==> config.mk <==
export PLATFORM = sky130hd
export DESIGN_NAME = convertidor_32a8
export DESIGN_NICKNAME = d
export VERILOG_FILES = /design/src/rtl/convertidor_32a8.sv
export SDC_FILE = /design/constraint.sdc
export NUM_CORES = 1
export LEC_CHECK = 0
export CAP_MARGIN = 20
export CORE_MARGIN = 3
export CORE_UTILIZATION = 39
export DETAILED_ROUTE_END_ITERATION = 6
export PLACE_DENSITY = 0.82
export SLEW_MARGIN = 20
export SYNTH_ARGS = -nofsm -noshare
export SYNTH_HDL_FRONTEND = slang
export SYNTH_SLANG_ARGS = --single-unit
==> constraint.sdc <==
create_clock -name CLK -period 1.6 [get_ports CLK]
set_input_delay 0.32 -clock CLK [delete_from_list [all_inputs] [get_ports CLK]]
set_output_delay 0.32 -clock CLK [all_outputs]
set_load 0.02 [all_outputs]
==> src/rtl/convertidor_32a8.sv <==
// convertidor_32a8: serializes 1/2/4-byte words into an LSB-first byte stream
module convertidor_32a8 (
  input  logic        CLK,
  input  logic        ENB,
  input  logic [1:0]  PCLK,
  input  logic [31:0] IN_DATA,
  input  logic        IN_VALID,
  output logic        IN_READY,
  output logic [7:0]  OUT_DATA,
  output logic        OUT_VALID,
  output logic [1:0]  BIT
);
  typedef enum logic {IDLE, SEND} state_t;
  state_t      state_q, state_d;
  logic [31:0] shreg_q, shreg_d;
  logic [2:0]  rem_q, rem_d;
  logic [7:0]  data_q, data_d;
  logic        valid_q, valid_d;
  logic [1:0]  bit_q, bit_d;
  logic        accept;
  logic [2:0]  size;
  assign IN_READY = (state_q == IDLE) | (state_q == SEND & rem_q == 3'd1);
  assign accept   = IN_VALID & IN_READY;
  assign size     = (PCLK == 2'b00) ? 3'd1 : (PCLK == 2'b01) ? 3'd2 : 3'd4;
  // rem_q counts bytes still owed, including the one currently on OUT_DATA
  always_comb begin
    state_d = state_q;
    shreg_d = shreg_q;
    rem_d   = rem_q;
    data_d  = data_q;
    valid_d = valid_q;
    bit_d   = bit_q;
    if (accept) begin
      state_d = SEND;
      data_d  = IN_DATA[7:0];
      shreg_d = {8'h00, IN_DATA[31:8]};
      rem_d   = size;
      bit_d   = 2'd0;
      valid_d = 1'b1;
    end else if (state_q == SEND && rem_q > 3'd1) begin
      data_d  = shreg_q[7:0];
      shreg_d = shreg_q >> 8;
      rem_d   = rem_q - 3'd1;
      bit_d   = bit_q + 2'd1;
    end else begin
      state_d = IDLE;
      shreg_d = 32'h0;
      rem_d   = 3'd0;
      data_d  = 8'h00;
      valid_d = 1'b0;
      bit_d   = 2'd0;
    end
  end
  always_ff @(posedge CLK) begin
    if (!ENB) begin
      state_q <= IDLE;
      shreg_q <= 32'h0;
      rem_q   <= 3'd0;
      data_q  <= 8'h00;
      valid_q <= 1'b0;
      bit_q   <= 2'd0;
    end else begin
      state_q <= state_d;
      shreg_q <= shreg_d;
      rem_q   <= rem_d;
      data_q  <= data_d;
      valid_q <= valid_d;
      bit_q   <= bit_d;
    end
  end
  assign OUT_DATA  = data_q;
  assign OUT_VALID = valid_q;
  assign BIT       = bit_q;
endmodule

# Word level (Yosys, flattened, before mapping)
# Cells that the tools add are included.
[op_classes] addsub=2 magnitude_cmp=1 eq_ne=3 mux=10 bitwise=6 reduce_logical=4
[op_table] op="$mux W24" n=2
[op_table] op="$mux W8" n=2
[op_table] op="$mux W3" n=4
[op_table] op="$eq A3 B1 Y1 const B" n=1
[op_table] op="$gt A3 B1 Y1 const B" n=1
[op_table] op="$not A1 Y1" n=3
[op_table] op="$reduce_or A3 Y1" n=1
[op_table] op="$sub A3 B1 Y3 const B" n=1
[op_table] op="$add A2 B1 Y2 const B" n=1
[op_table] op="$and A1 B1 Y1" n=2
[op_table] op="$eq A2 B1 Y1 const B" n=1
[op_table] op="$logic_not A2 Y1" n=1
[op_table] op="$mux W1" n=2
[op_table] op="$ne A2 B2 Y1 const B" n=1
[op_table] op="$reduce_or A2 Y1" n=1
[op_table] op="$logic_and A1 B1 Y1" n=1
[op_table] op="$or A1 B1 Y1" n=1
[totals] regBits=46 in_bits=37

# Depth between registers and ports, before layout
[logic_depth] ltp_word=5 ltp_mapped=7 ltp_nobuf=5

# Worst setup path after synthesis
# Ideal clock, no wire load.
[synth_timing] path_type="flip-flop to flip-flop" from="register rem_q[0]" to="register data_q[0], in the netlist OUT_DATA[0]" t_arrival_ns=1.277 t_required_ns=1.483 setup_slack_ns=0.206 path_stages_with_launch=6 path_buffers=2 synth_period_minus_slack_ns=1.394 cell_sequence="dfxtp_1 -> or3_4 -> and4_4 -> buf_6 -> buf_8 -> a22o_1"
[synth_between] elab_chain_cells=5 word_cells_on_any_way=8 cone_classes="order compare (1); eq/ne (1); mux (2); bitwise (3); reduce/logical (1)"
[synth_rtl] element="from (decl)" line="16" source="logic [2:0] rem_q, rem_d;"
[synth_rtl] element="from (signal assigned)" line="65" source="rem_q <= rem_d;"
[synth_rtl] element="$eq A3 B1 Y1" line="22" source="assign IN_READY = (state_q == IDLE) | (state_q == SEND & rem_q == 3'd1);"
[synth_rtl] element="$and A1 B1 Y1" line="22"
[synth_rtl] element="$or A1 B1 Y1" line="22"
[synth_rtl] element="$and A1 B1 Y1" line="23" source="assign accept = IN_VALID & IN_READY;"
[synth_rtl] element="$mux W8 *" line="33" source="if (accept) begin"
[synth_rtl] element="to (signal assigned)" line="66" source="data_q <= data_d;"
[synth_rtl] element="to (decl)" line="17" source="logic [7:0] data_q, data_d;"
# Mark *: on every way between the ends. The rest lies on a longest branch, timed or not.
# A chain may end at the register's enable or synchronous reset.

# Worst setup path in the final report
[layout_timing] from="register data_q[2], in the netlist OUT_DATA[2]" to="output OUT_DATA[2]"
[layout_rtl] element="to (decl)" line="9" source="output logic [7:0] OUT_DATA,"
# No word-level cell between the ends.

==> out/qor.csv <==
metric,value,unit
slew_viol_final,0,
period_share,97.5,%
cts_tree,built,
synth_top_family_by_area,compound AO/OA/AOI/OAI gates,
crit_required,1.28,ns
p_int,0.00135,W
cts_resized,7,
via_count,879,
comb_power_share,12.9,%
fp.dieW,62.3,um
grt_max_degree,37,
synth_common_cells,"38 x dfxtp_1, 20 x a22o_1, 8 x and2_1",
ys_ff_latch,38,
firstDrtPassIters,4,
yosysWarningCount,0,
cts_buffer_depth,2,
cp-end-kind,output pin,
r2r_start,rem_q[1]$_SDFF_PN0_,
remaining_drc_errors,0,
cts_buffers,5,
syn_avg_cell_area,12.7,sq um
critPathMaxStageDelay,0.59,ns
r2r_end,rem_q[0]$_SDFF_PN0_,
hold_viol,0,
root_buffer,clkbuf_4,
yosysSeqAreaShare,61.6,%
io-pin-count,49,
synthCells,97,
tns,0,ns
fin_crit,1.56,ns
pwr-share-clk,28.8,%
grt_pass1_wl,3860,um
clk_pin_slew,0.10,ns
core-area,0.00288,sq mm
area_growth,46.5,%
synthArstFlopShare,0,%
crit_buf_inv,1,
htreeDepth,2,
antenna_found_initial,0,
synth_top_area_cell,dfxtp_1,
min_from,shreg_q[6]$_SDFF_PN0_,
maxCapViolCount,0,
port_buffers,48,
yosysTopAreaCellShare,61.6,%
fillCellCount,239,
worstPathArrival,1.24,ns
start_util,42.9,%
leakage,0.832,nW
ys_types,21,
cp_max_fo,1,
yosys-top-cells-area,"dfxtp_1 62%, a22o_1 14%, a22o_2 4.9%, and2_1 4.1%, buf_8 2.4%",
ys.flop_type,dfxtp_1,
worst-setup-path-type,reg2out,
status,finished clean,
fin_skew,0.00631,ns
hold_path_end,OUT_DATA[6]$_SDFF_PN0_,
grt_usage,13.2,%
worst_pin_slew,0.279,ns
ant_nets,0,
rsz0062_at_grt,false,
hp-class,reg2reg,
die_area,0.00388,sq mm
yosysMostFrequentCell,dfxtp_1,
cp_slowest_cell,clkdlybuf4s50_1,
dpl.hpwl,1770,um
seq_power_share,58.3,%
diodes,0,
drtIter0Drc,24,
fmax,641,MHz
wl_per_cell,12.6,um
switching_share,21.8,%
slew_headroom,81.4,%
muxShareOfSynthArea,0,%
cts_setup_buffers,0,
critPathLaunchType,register,
drive_gt1_share,12.8,%
synth_xor_area_share,1.42,%
rows,19,
place_congestion,0.689,
path_delay_family,buffers and inverters,
ctsHoldBuffers,0,
synth_edf_count,0,
switching_power,0.000375,W
ir_worst_vdd,0.495,mV
syn_nets,136,
p_total,0.00172,W
cts.sinks,38,
r2r_setup_slack,0.18,ns
die_h,62.3,um
grt.overflow.total,0,
synthAdderAreaFrac,2.03,%
clk_latency,0.33,ns
wl,2410,um
r2r_cells,6,
setup_viol,0,
synth_area,0.00123,sq mm
min_path_cells,1,
synth_compound_area_share,20.5,%
yosys.area_share.simple,9.42,%
crit_chain,clkdlybuf4s50_1,
powerDensity,951,mW/mm^2
grt_pass1_vias,876,
nets,187,
vias_per_cell,4.60,
==> power groups by stage <==
stage	clock network (W)	logic (W)	registers, W
global placement	0	0.000223	0.00102
floorplan	0	0.0000822	0.00104
global route	0.000547	0.000241	0.00101
detailed placement	0	0.000231	0.00103
finish	0.000495	0.000222	0.00100
CTS	0.000510	0.000228	0.00100
==> metrics by stage <==
step	instances	hold WS, ns	setup WS, ns	cell area (sq um)	util, %
6_report	191	0.448	0.0406	1810	62.9
5_1_grt	191	0.465	0.00523	1810	62.9
4_1_cts	191	0.449	0.00746	1790	62.3
3_5_place_dp	183	0.425	0.0500	1740	60.5
3_3_place_gp	183	0.421	0.0740	1740	60.5
2_1_floorplan	97	0.420	0.206	1230	-
==> worst max path at each step <==
stage                            from                endpoint  cells after the start
6_report       OUT_DATA[2]$_SDFF_PN0_             OUT_DATA[2]                      1
3_5_place_dp      rem_q[1]$_SDFF_PN0_                IN_READY                      5
4_1_cts        OUT_DATA[0]$_SDFF_PN0_             OUT_DATA[0]                      1
2_1_floorplan     rem_q[0]$_SDFF_PN0_  OUT_DATA[0]$_SDFF_PN0_                      5
5_1_grt        OUT_DATA[2]$_SDFF_PN0_             OUT_DATA[2]                      1
3_3_place_gp      rem_q[1]$_SDFF_PN0_                IN_READY                      5
==> layout by cell type, fill, tap and decap left out, types with 3 or more instances in the layout <==
master	instances
dfxtp_1	38
clkdlybuf4s50_1	37
a22o_1	20
and2_1	8
dlymetal6s2s_1	7
a22o_2	6
clkbuf_4	5
nor2_1	3
dlygate4sd2_1	3
==> flip-flops by register name, summed over array words and instances (netlist names) <==
register and cells:
BIT 2, shreg_q 24, OUT_DATA 8, rem_q 3, OUT_VALID 1
==> cell families after synthesis <==
logic type | Yosys count
DFF | 38
xor gates and xnor gates | 2
buffers and inverters | 8
and+or+nand+nor | 19
adders and majority gates | 2
AOI/OAI and AO/OA | 28
==> per-layer routing <==
layer / track usage [%] / share of wire (%)
met1: 13.2 / 41
met2: 22.0 / 48
met3: 4.68 / 7.7
met5: 0 / 0
met4: 10.7 / 3.2
==> final cells by class <==
class / instances / area (sq um) / area share (%)
repair buffers: 50 / 517 / 28.6
clock inverters: 1 / 5.00 / 0.277
multi-input cells: 51 / 412 / 22.8
well taps: 42 / 52.6 / 2.90
clock buffers: 7 / 55.1 / 3.04
flip-flops and latches: 38 / 761 / 42.0
inverters: 2 / 7.51 / 0.415
Power figures use the tool's default switching activity.
